### config.mk
export PLATFORM = sky130hd
export DESIGN_NAME = pe_seq_ctrl
export DESIGN_NICKNAME = d
export VERILOG_FILES = /design/src/rtl/pe_seq_ctrl_pkg.sv /design/src/rtl/pe_seq_fwd_reg.sv /design/src/rtl/pe_seq_ctrl.sv
export SDC_FILE = /design/constraint.sdc
export NUM_CORES = 1
export LEC_CHECK = 0
export ABC_CLOCK_PERIOD_IN_PS = 1900
export CAP_MARGIN = 20
export CORE_UTILIZATION = 38
export DETAILED_ROUTE_END_ITERATION = 7
export GPL_ROUTABILITY_DRIVEN = 0
export PLACE_DENSITY = 0.76
export SETUP_SLACK_MARGIN = 0.4
export SLEW_MARGIN = 20
export SYNTH_ARGS = -nofsm -noshare
export SYNTH_HDL_FRONTEND = slang
export SYNTH_SLANG_ARGS = --single-unit
### constraint.sdc
create_clock -name clk -period 1.9 [get_ports clk]
set_input_delay 0.285 -clock clk [delete_from_list [all_inputs] [get_ports clk]]
set_output_delay 0.285 -clock clk [all_outputs]
set_load 0.005 [all_outputs]
### src/rtl/pe_seq_ctrl_pkg.sv
// Shared definitions for the pe_seq_ctrl job sequencer: state encoding and
// default timing constants.
package pe_seq_ctrl_pkg;

  typedef enum logic [2:0] {
    ST_IDLE      = 3'd0,
    ST_LOAD_INST = 3'd1,
    ST_GAP       = 3'd2,
    ST_LOAD_DATA = 3'd3,
    ST_DRAIN     = 3'd4,
    ST_DONE      = 3'd5
  } pe_seq_state_e;

  localparam int PE_SEQ_GAP_CYCLES     = 2;
  localparam int PE_SEQ_TIMEOUT_CYCLES = 1024;
  // Gap counter width covers the legal GAP_CYCLES range 1..15.
  localparam int PE_SEQ_GAP_W          = 4;

endpackage

### src/rtl/pe_seq_fwd_reg.sv
// Registered valid/data stage used for the instruction, data and result paths.
// ZERO_IDLE=1 forces the data bus to 0 whenever valid is low.
module pe_seq_fwd_reg #(
  parameter int WIDTH     = 32,
  parameter bit ZERO_IDLE = 1'b1
) (
  input  logic             clk,
  input  logic             rst,
  input  logic             i_valid,
  input  logic [WIDTH-1:0] i_data,
  output logic             o_valid,
  output logic [WIDTH-1:0] o_data
);

  logic             r_valid;
  logic [WIDTH-1:0] r_data;

  always_ff @(posedge clk or negedge rst) begin
    if (!rst) begin
      r_valid <= 1'b0;
      r_data  <= '0;
    end else begin
      r_valid <= i_valid;
      if (i_valid || !ZERO_IDLE) begin
        r_data <= i_data;
      end else begin
        r_data <= '0;
      end
    end
  end

  assign o_valid = r_valid;
  assign o_data  = r_data;

endmodule

### src/rtl/pe_seq_ctrl.sv
// Job sequencer for one pe: instruction load, fixed gap, data stream, drain.
// Optional drain watchdog and sticky timeout flag with PE_SEQ_TIMEOUT_EN.
//
// state     | meaning
// IDLE      | waiting for start; lengths captured on start
// LOAD_INST | accepting instruction words until num_inst taken
// GAP       | GAP_CYCLES idle cycles, no upstream ready
// LOAD_DATA | accepting data words until num_data taken
// DRAIN     | waiting for num_out results (or watchdog expiry)
// DONE      | one-cycle done pulse
module pe_seq_ctrl
  import pe_seq_ctrl_pkg::*;
#(
  parameter int DATA_WIDTH = 16,
  parameter int INST_WIDTH = 64,
  parameter int CNT_WIDTH  = 8,
  parameter int GAP_CYCLES = PE_SEQ_GAP_CYCLES
`ifdef PE_SEQ_TIMEOUT_EN
  ,
  parameter int TIMEOUT_CYCLES = PE_SEQ_TIMEOUT_CYCLES
`endif
) (
  input  logic                    clk,
  input  logic                    rst,
  input  logic                    start,
  input  logic [CNT_WIDTH-1:0]    num_inst,
  input  logic [CNT_WIDTH-1:0]    num_data,
  input  logic [CNT_WIDTH-1:0]    num_out,
  input  logic                    inst_s_valid,
  output logic                    inst_s_ready,
  input  logic [INST_WIDTH-1:0]   inst_s_data,
  input  logic                    data_s_valid,
  output logic                    data_s_ready,
  input  logic [2*DATA_WIDTH-1:0] data_s_data,
  output logic                    pe_inst_v,
  output logic [INST_WIDTH-1:0]   pe_inst,
  output logic                    pe_din_v,
  output logic [2*DATA_WIDTH-1:0] pe_din,
  input  logic                    pe_dout_v,
  input  logic [2*DATA_WIDTH-1:0] pe_dout,
  output logic                    dout_v,
  output logic [2*DATA_WIDTH-1:0] dout,
  output logic                    busy,
`ifdef PE_SEQ_TIMEOUT_EN
  output logic                    timeout,
`endif
  output logic                    done
);

  localparam logic [PE_SEQ_GAP_W-1:0] GAP_RELOAD = PE_SEQ_GAP_W'(GAP_CYCLES - 1);

  pe_seq_state_e r_state, w_state_nxt;

  logic [CNT_WIDTH-1:0]    r_num_inst, r_num_data, r_num_out;
  logic [CNT_WIDTH-1:0]    r_inst_cnt, r_data_cnt, r_out_cnt;
  logic [CNT_WIDTH-1:0]    w_inst_cnt_inc, w_data_cnt_inc;
  logic [PE_SEQ_GAP_W-1:0] r_gap_cnt;

  logic w_inst_ready, w_data_ready;
  logic w_inst_hs, w_data_hs;
  logic w_inst_last, w_data_last;
  logic w_gap_tc, w_out_full, w_out_count, w_start_acc;
  logic w_wd_fire;

  assign w_inst_ready   = (r_state == ST_LOAD_INST);
  assign w_data_ready   = (r_state == ST_LOAD_DATA);
  assign w_inst_hs      = inst_s_valid & w_inst_ready;
  assign w_data_hs      = data_s_valid & w_data_ready;
  assign w_inst_cnt_inc = r_inst_cnt + 1'b1;
  assign w_data_cnt_inc = r_data_cnt + 1'b1;
  assign w_inst_last    = w_inst_hs && (w_inst_cnt_inc == r_num_inst);
  assign w_data_last    = w_data_hs && (w_data_cnt_inc == r_num_data);
  assign w_gap_tc       = (r_gap_cnt == '0);
  assign w_out_full     = (r_out_cnt == r_num_out);
  // Results only count once the PE can be producing output for this job.
  assign w_out_count    = pe_dout_v && !w_out_full &&
                          ((r_state == ST_LOAD_DATA) || (r_state == ST_DRAIN));

`ifdef PE_SEQ_TIMEOUT_EN
  localparam int WD_W = $clog2(TIMEOUT_CYCLES + 1);
  localparam logic [WD_W-1:0] WD_RELOAD = WD_W'(TIMEOUT_CYCLES - 1);

  logic [WD_W-1:0] r_wd_cnt;
  logic            r_timeout;

  assign w_wd_fire = (r_state == ST_DRAIN) && !pe_dout_v && !w_out_full &&
                     (r_wd_cnt == '0);

  always_ff @(posedge clk or negedge rst) begin
    if (!rst) begin
      r_wd_cnt  <= '0;
      r_timeout <= 1'b0;
    end else begin
      if ((r_state != ST_DRAIN) || pe_dout_v) begin
        r_wd_cnt <= WD_RELOAD;
      end else if (r_wd_cnt != '0) begin
        r_wd_cnt <= r_wd_cnt - 1'b1;
      end
      if (w_start_acc) begin
        r_timeout <= 1'b0;
      end else if (w_wd_fire) begin
        r_timeout <= 1'b1;
      end
    end
  end

  assign timeout = r_timeout;
`else
  assign w_wd_fire = 1'b0;
`endif

  always_ff @(posedge clk or negedge rst) begin
    if (!rst) begin
      r_state <= ST_IDLE;
    end else begin
      r_state <= w_state_nxt;
    end
  end

  always_comb begin
    w_state_nxt  = r_state;
    w_start_acc  = 1'b0;
    inst_s_ready = w_inst_ready;
    data_s_ready = w_data_ready;
    busy         = (r_state != ST_IDLE);
    done         = (r_state == ST_DONE);
    case (r_state)
      ST_IDLE: begin
        if (start) begin
          w_start_acc = 1'b1;
          w_state_nxt = (num_inst == '0) ? ST_GAP : ST_LOAD_INST;
        end
      end
      ST_LOAD_INST: begin
        if (w_inst_last) w_state_nxt = ST_GAP;
      end
      ST_GAP: begin
        if (w_gap_tc) w_state_nxt = (r_num_data == '0) ? ST_DRAIN : ST_LOAD_DATA;
      end
      ST_LOAD_DATA: begin
        if (w_data_last) w_state_nxt = ST_DRAIN;
      end
      ST_DRAIN: begin
        if (w_out_full || w_wd_fire) w_state_nxt = ST_DONE;
      end
      ST_DONE: w_state_nxt = ST_IDLE;
      default: w_state_nxt = ST_IDLE;
    endcase
  end

  always_ff @(posedge clk or negedge rst) begin
    if (!rst) begin
      r_num_inst <= '0;
      r_num_data <= '0;
      r_num_out  <= '0;
      r_inst_cnt <= '0;
      r_data_cnt <= '0;
      r_out_cnt  <= '0;
      r_gap_cnt  <= '0;
    end else begin
      if (r_state == ST_IDLE) begin
        r_inst_cnt <= '0;
        r_data_cnt <= '0;
        r_out_cnt  <= '0;
        if (start) begin
          r_num_inst <= num_inst;
          r_num_data <= num_data;
          r_num_out  <= num_out;
        end
      end else begin
        if (w_inst_hs)   r_inst_cnt <= w_inst_cnt_inc;
        if (w_data_hs)   r_data_cnt <= w_data_cnt_inc;
        if (w_out_count) r_out_cnt  <= r_out_cnt + 1'b1;
      end
      if (r_state != ST_GAP) begin
        r_gap_cnt <= GAP_RELOAD;
      end else if (!w_gap_tc) begin
        r_gap_cnt <= r_gap_cnt - 1'b1;
      end
    end
  end

  pe_seq_fwd_reg #(.WIDTH(INST_WIDTH), .ZERO_IDLE(1'b1)) u_fwd_inst (
    .clk     (clk),
    .rst     (rst),
    .i_valid (w_inst_hs),
    .i_data  (inst_s_data),
    .o_valid (pe_inst_v),
    .o_data  (pe_inst)
  );

  pe_seq_fwd_reg #(.WIDTH(2*DATA_WIDTH), .ZERO_IDLE(1'b1)) u_fwd_data (
    .clk     (clk),
    .rst     (rst),
    .i_valid (w_data_hs),
    .i_data  (data_s_data),
    .o_valid (pe_din_v),
    .o_data  (pe_din)
  );

  // Results are a plain one-cycle delay of the PE output, data included.
  pe_seq_fwd_reg #(.WIDTH(2*DATA_WIDTH), .ZERO_IDLE(1'b0)) u_fwd_res (
    .clk     (clk),
    .rst     (rst),
    .i_valid (pe_dout_v),
    .i_data  (pe_dout),
    .o_valid (dout_v),
    .o_data  (dout)
  );

endmodule

# Yosys cells after proc, flatten, opt, wreduce, memory -nomap -nowiden

Cells that the tools add are included.

Memories: 0
Bits in read-only memories: 0
Latch bits: 0
Input port bits: 158
Bits in writable memories: 0
Register bits after elaboration: 186
Output and inout bits: 135
Logic and storage cells: 69

Divide/modulo/power cells: 0
Magnitude comparators: 0
Shift-type cells: 0
Multiply operators: 0
Bitwise logic cells: 2
Reductions and logical operators: 16
Mux-type cells: 18
$add $sub $neg: 4
Equality and inequality tests: 15

Operators by type and width:

| kind                                             | number |
|---|---|
| two-way mux 64 bit                               | 1 |
| two-way mux 8 bit                                | 6 |
| two-way mux 32 bit                               | 1 |
| adder 8 x 1 -> 8 bit, second input constant      | 3 |
| == test 8 bit                                    | 3 |
| two-way mux 3 bit                                | 6 |
| logical NOT 8 bit                                | 2 |
| one-hot mux 3 bit (5 select lines)               | 1 |
| two-way mux 4 bit                                | 2 |
| == test 3 x 2 -> 1 bit, second input constant    | 2 |
| == test 3 bit, second input constant             | 2 |
| != test 2 x 1 -> 1 bit, second input constant    | 3 |
| != test 2 bit, second input constant             | 3 |
| nonzero test 2 bit                               | 3 |
| AND reduction 5 bit                              | 1 |
| logical AND 1 bit                                | 4 |
| logical NOT 4 bit                                | 1 |
| subtractor 4 x 1 -> 4 bit, second input constant | 1 |
| == test 3 x 1 -> 1 bit, second input constant    | 1 |
| logical NOT 3 bit                                | 1 |
| != test 3 x 2 -> 1 bit, second input constant    | 1 |
| nonzero test 3 bit                               | 1 |
| AND 1 bit                                        | 2 |
| two-way mux 2 bit                                | 1 |
| other kinds (3)                                  | 3 |

# Longest topological paths before layout

Word-level depth: 6
Gate-level depth with buffers: 10
Depth with buffers taken out: 9

# Cells and area by module

Synthesis repeated with hierarchy kept, for this count alone.

Cells, all modules: 540
Area total of the unflattened synthesis: 7093.1 um^2

By module, submodules not included:

| module                      | area each (um^2) | times used | seq. area each (um^2) | cells each |
|---|---|---|---|---|
| pe_seq_ctrl                 | 3049.2           | 1          | 1376.3                | 304 |
| pe_seq_fwd_reg (u_fwd_inst) | 2137.0           | 1          | 1626.6                | 135 |
| pe_seq_fwd_reg (u_fwd_data) | 1081.0           | 1          | 825.8                 | 68 |
| pe_seq_fwd_reg (u_fwd_res)  | 825.8            | 1          | 825.8                 | 33 |

# Least setup slack after synthesis

OpenSTA, ideal clock, no wires.

Path type: register -> register
Start: register r_data_cnt[0]
End: register r_state[1]
Setup time: 0.122 ns
Data arrival time: 1.708 ns
Path slack: 0.070 ns
Cell stages (with the launch flop): 8
Path buffers: 0
Clock period less this slack: 1.830 ns
Path through: dfrtp_1 -> ha_1 -> nand3_2 -> nor2_2 -> xnor2_1 -> o41ai_2 -> nand4b_1 -> a32o_1

Cells in the longest elaborated chain, start to end: 5

RTL lines:

| item                             | RTL line           | source |
|---|---|---|
| from (decl)                      | pe_seq_ctrl.sv:55  | `logic [CNT_WIDTH-1:0] r_inst_cnt, r_data_cnt, r_out_cnt;` |
| from (signal assigned)           | pe_seq_ctrl.sv:172 | `if (w_data_hs) r_data_cnt <= w_data_cnt_inc;` |
| adder 8 x 1 -> 8 bit             | pe_seq_ctrl.sv:70  | `assign w_data_cnt_inc = r_data_cnt + 1'b1;` |
| == test 8 bit                    | pe_seq_ctrl.sv:72  | `assign w_data_last = w_data_hs && (w_data_cnt_inc == r_num_data);` |
| logical AND 1 bit                | pe_seq_ctrl.sv:72  |  |
| != test 2 x 1 -> 1 bit (no line) | -                  |  |
| AND reduction 5 bit (no line)    | -                  |  |
| to (signal assigned)             | pe_seq_ctrl.sv:116 | `r_state <= w_state_nxt;` |
| to (decl)                        | pe_seq_ctrl.sv:52  | `pe_seq_state_e r_state, w_state_nxt;` |

Every way passes these cells.
A chain may end at the register's enable or synchronous reset.

# Worst setup path in the final report

Start: register r_data_cnt[1]
End: register r_state[1]

The elaborated chain is that of the path after synthesis.

==> out/results.txt <==
In this run the worst path has a maximum fanout of 4. The total power per unit cell area works out to 1160 mW/mm². The count of yosys warnings during synthesis is 0, and the data arrival time of the critical path is 2.29 ns. Once detail routing completed, the nets flagged for antenna violations numbered 0. The worst setup path is of the flop to flop kind. The final reports fail on setup timing. In this run, the clock network consumes 24.0% of the power. In this run the worst setup path terminates at r_state[1].

In this run the tightest slew margin relative to its limit is 66.4%. For the placed wire-length estimate, the log shows 13200 µm. Number of iterations in the first detailed-routing pass: 4. Setup repair after global routing could not meet its margin everywhere. The synthesized design contains 186 register bits. The final global-route overflow total is 0.

Clock skew on the completed layout was measured at 0.00845 ns. The run gives 49 as the number of distinct library cell variants in the gate-level netlist after synthesis. The region available for standard cell placement spans 0.0175 mm².

The share of post-route cells with drive strength above 1 was 33.5%. Clock-pin slew was measured on the worst setup and hold paths at 0.08 ns. The tools report the clock sink total as 186. Worst-case setup margin in the final layout: -0.0737 ns. Static timing analysis puts the maximum clock frequency at 507 MHz. The worst register-to-register path has a depth of 6.

Counting the fill cells in the layout gives 1191. The final number of hold-violating endpoints is 0. In the synthesized netlist the dominant register cell turns out to be dfrtp_1. The part of the Yosys area used for sequential elements came out at 67.4%. The total number of nets in the final design is 1076, and the ratio of final minimum period to clock period is 104%.

The design area came out at 0.0123 mm². The wire length of the first global-routing pass came out at 29100 µm. The cell area that synthesis handed to floorplanning was 0.00691 mm². Prior to clock tree synthesis, the placed netlist has a worst setup slack of -0.0426 ns.

The run finished, with violations left. TritonCTS built the clock tree. The number of vias per cell came out at 4.85.

In this run the critical register-to-register path is launched from r_data_cnt[1]. Counting the buffers created by CTS gives 17. Cell internal power was estimated by the tool at 9920 µW. The switching share of total power is 30.7%. The total routing usage reported by global routing is 20.8%. The logs give 39.4% for the initial core utilization and 0.00607 µW for the leakage power of the design. Clock tree root buffer cell: clkbuf_16.

The worst hold path cell count works out to 1. In the routed design, unresolved DRC markers number 0. The later-pin clock latency in the skew report was 0.44 ns; the number of enable-type register cells in the synthesized netlist was 0. In the final timing run, aggregate negative setup slack is -0.0737 ns. Cell taking the most area after synthesis: dfrtp_1.

The number of instances in the synthesized netlist is 529. For this design the total switching power over the nets is 4400 µW. The tools report the initial antenna violation count as 1. The area share of the largest cell type after synthesis was 67.4%; the shortest clock period the worst path allows after layout was 1.97 ns.

The row count came out at 48. The critical path goes through ha_4, xnor2_2, nand4_1, o41ai_4, nand4b_1, a32o_1. The H-tree was split into 4 levels. For the worst setup path, the data required time is 2.22 ns.

The sequential share of power was 35.3%. STA classifies the critical path endpoint as a flop. The tools report the final wirelength as 21800 µm. Entering global routing, the biggest net connects 59 pins.

Ranked by instance count, the synthesized netlist is headed by dfrtp_1, and2_1, and3_1. For this run, the slowest stage of the critical path takes 0.45 ns. Overall power consumption after layout is estimated at 14300 µW. The tools report the number of slew-limit violations in the final report as 0. The average wire per standard cell came out at 18.9 µm. The area taken by multi-input logic gates came out at 0.00281 mm². The tools report the reg-to-reg endpoint as r_state[1]. The worst min-delay path category is primary input to flop. The floorplan step set the die width to 137 µm. The slew at the pin closest to its max-slew limit is 0.504 ns.

The share of flip-flops with an asynchronous set or reset after synthesis is 100%. Combinational cells account for 40.7% of the total power. The clock passes through at most 2 buffers.

Tracing the worst setup path back leads to its startpoint at r_data_cnt[1]. The post-synthesis average cell area came out at 13.1 µm². The final route contains 5589 vias.

Synthesis produced a netlist with a net count of 691. The cell area after placement is 0.0104 mm², and the number of I/O port buffers is 292. By instance count, the leading cell after synthesis is dfrtp_1. The height of the die works out to 137 µm. STA classifies the critical path startpoint as a flop. By area the synthesized netlist is led by dfrtp_1, and2_1, mux2_2.

Relative to the synthesized area, the layout overhead comes to 78.6%. The area used by sequential logic in the layout was 0.00466 mm². 293 I/O pins were placed.

The worst supply voltage drop on vdd is 0.000780 V, and the flop-to-flop setup slack is -0.07 ns. The cell type of the slowest stage on the worst timing path was dfrtp_2. Across the run, the number of max-cap violations was 0. The first-iteration detailed-routing DRC count is 259. The via count of the first global-routing pass was 5323. For the die footprint, the log shows 0.0187 mm².

The final number of setup-violating endpoints was 1.
worst min-delay path by stage:
stage	slack, ns	from	end
global route	0.27	pe_dout[8]	u_fwd_res.o_data[8]
CTS	0.27	pe_dout[14]	u_fwd_res.o_data[14]
global placement	0.30	rst	r_num_out[2]
floorplan	-0.01	rst	r_data_cnt[0]
finish	0.28	pe_dout[30]	u_fwd_res.o_data[30]
detailed placement	0.31	rst	r_out_cnt[7]
per-stage QoR:
stage	hold WS [ns]	cells	utilization, %
6_report	0.281	1153	70.3
5_1_grt	0.271	1153	70.3
4_1_cts	0.273	1116	64.7
3_5_place_dp	0.310	1057	59.5
3_3_place_gp	0.303	1057	59.5
2_1_floorplan	-0.0106	529	-
cells by family (layout without fill, tap and decap cells):
kind of cell / count (synthesis) / in the layout / synth area share (%)
AOI/OAI and AO/OA: 47 / 47 / 4.24
xor gates and xnor gates: 41 / 41 / 5.20
adders and majority gates: 4 / 4 / 0.725
buffers and inverters: 26 / 424 / 1.61
DFF: 186 / 186 / 67.4
muxes: 25 / 25 / 4.06
other: 0 / 1 / 0
and+or+nand+nor: 200 / 200 / 16.8
layout by cell type, fill, tap and decap left out, drive strengths merged, types with 2 or more instances in the layout:
| master | count |
|---|---|
| ha | 4 |
| dfrtp | 186 |
| nand4 | 5 |
| a21o | 2 |
| mux2 | 24 |
| nor3b | 2 |
| clkinvlp | 2 |
| o21ai | 23 |
| nor3 | 6 |
| clkbuf | 28 |
| a21oi | 6 |
| dlygate4sd2 | 131 |
| clkinv | 6 |
| o22ai | 2 |
| a31oi | 2 |
| or4 | 2 |
| nor2b | 2 |
| inv | 11 |
| xnor2 | 21 |
| buf | 89 |
| and2 | 68 |
| and3 | 37 |
| xor2 | 20 |
| nand3 | 9 |
| clkdlybuf4s50 | 156 |
| o31ai | 6 |
| nand2 | 26 |
| nor4 | 5 |
| nor2 | 26 |
| nand2b | 7 |
worst max-delay path, delay by kind of cell, from the launching register on:
family          cells  cell delay [ns]
simple gates        2             0.35
flops               1             0.45
xor+xnor            1             0.17
fa+ha+maj           1             0.27
compound gates      2             0.62
repair_timing:
action	CTS	global route
buffers inserted	23	24
gates cloned	3	12
hold buffers	1	0
hold endpoints to repair	51	0
pin swaps	35	83
resized for setup	238	138
setup endpoints to repair	250	134
power by group through the flow:
stage	Sequential [µW]	Combinational [µW]	Clock (µW)
floorplan	5100	2060	0
global placement	5120	3670	0
detailed placement	5150	3710	0
CTS	5060	4380	3490
global route	5120	6170	3650
finish	5060	5820	3440
registers in the layout (all words and copies together), names as in the netlist:
| name | cells |
|---|---|
| u_fwd_inst.o_data | 64 |
| u_fwd_data.o_data | 32 |
| u_fwd_res.o_data | 32 |
| r_data_cnt | 8 |
| r_inst_cnt | 8 |
| r_num_data | 8 |
| r_num_inst | 8 |
| r_num_out | 8 |
| r_out_cnt | 8 |
| r_gap_cnt | 4 |
| r_state | 3 |
| u_fwd_data.o_valid | 1 |
| u_fwd_inst.o_valid | 1 |
| u_fwd_res.o_valid | 1 |
per-layer routing:
layer | part of all wire, % | track usage, % | wire length [µm]
met5 | 0 | 0 | 0
met4 | 2.2 | 7.39 | 473
met3 | 6.1 | 5.48 | 1330
met2 | 52 | 36.4 | 11400
met1 | 39 | 24.4 | 8600
area by class of cell:
type | instances | share of cell area [%]
Clock buffer | 18 | 3.56
Sequential cell | 186 | 37.8
Timing Repair Buffer | 387 | 32.2
Inverter | 5 | 0.294
Multi-Input combinational cell | 317 | 22.8
Clock inverter | 14 | 1.04
Antenna cell | 1 | 0.0203
Tap cell | 225 | 2.28
Note: power is estimated with default switching activity, not from simulation.
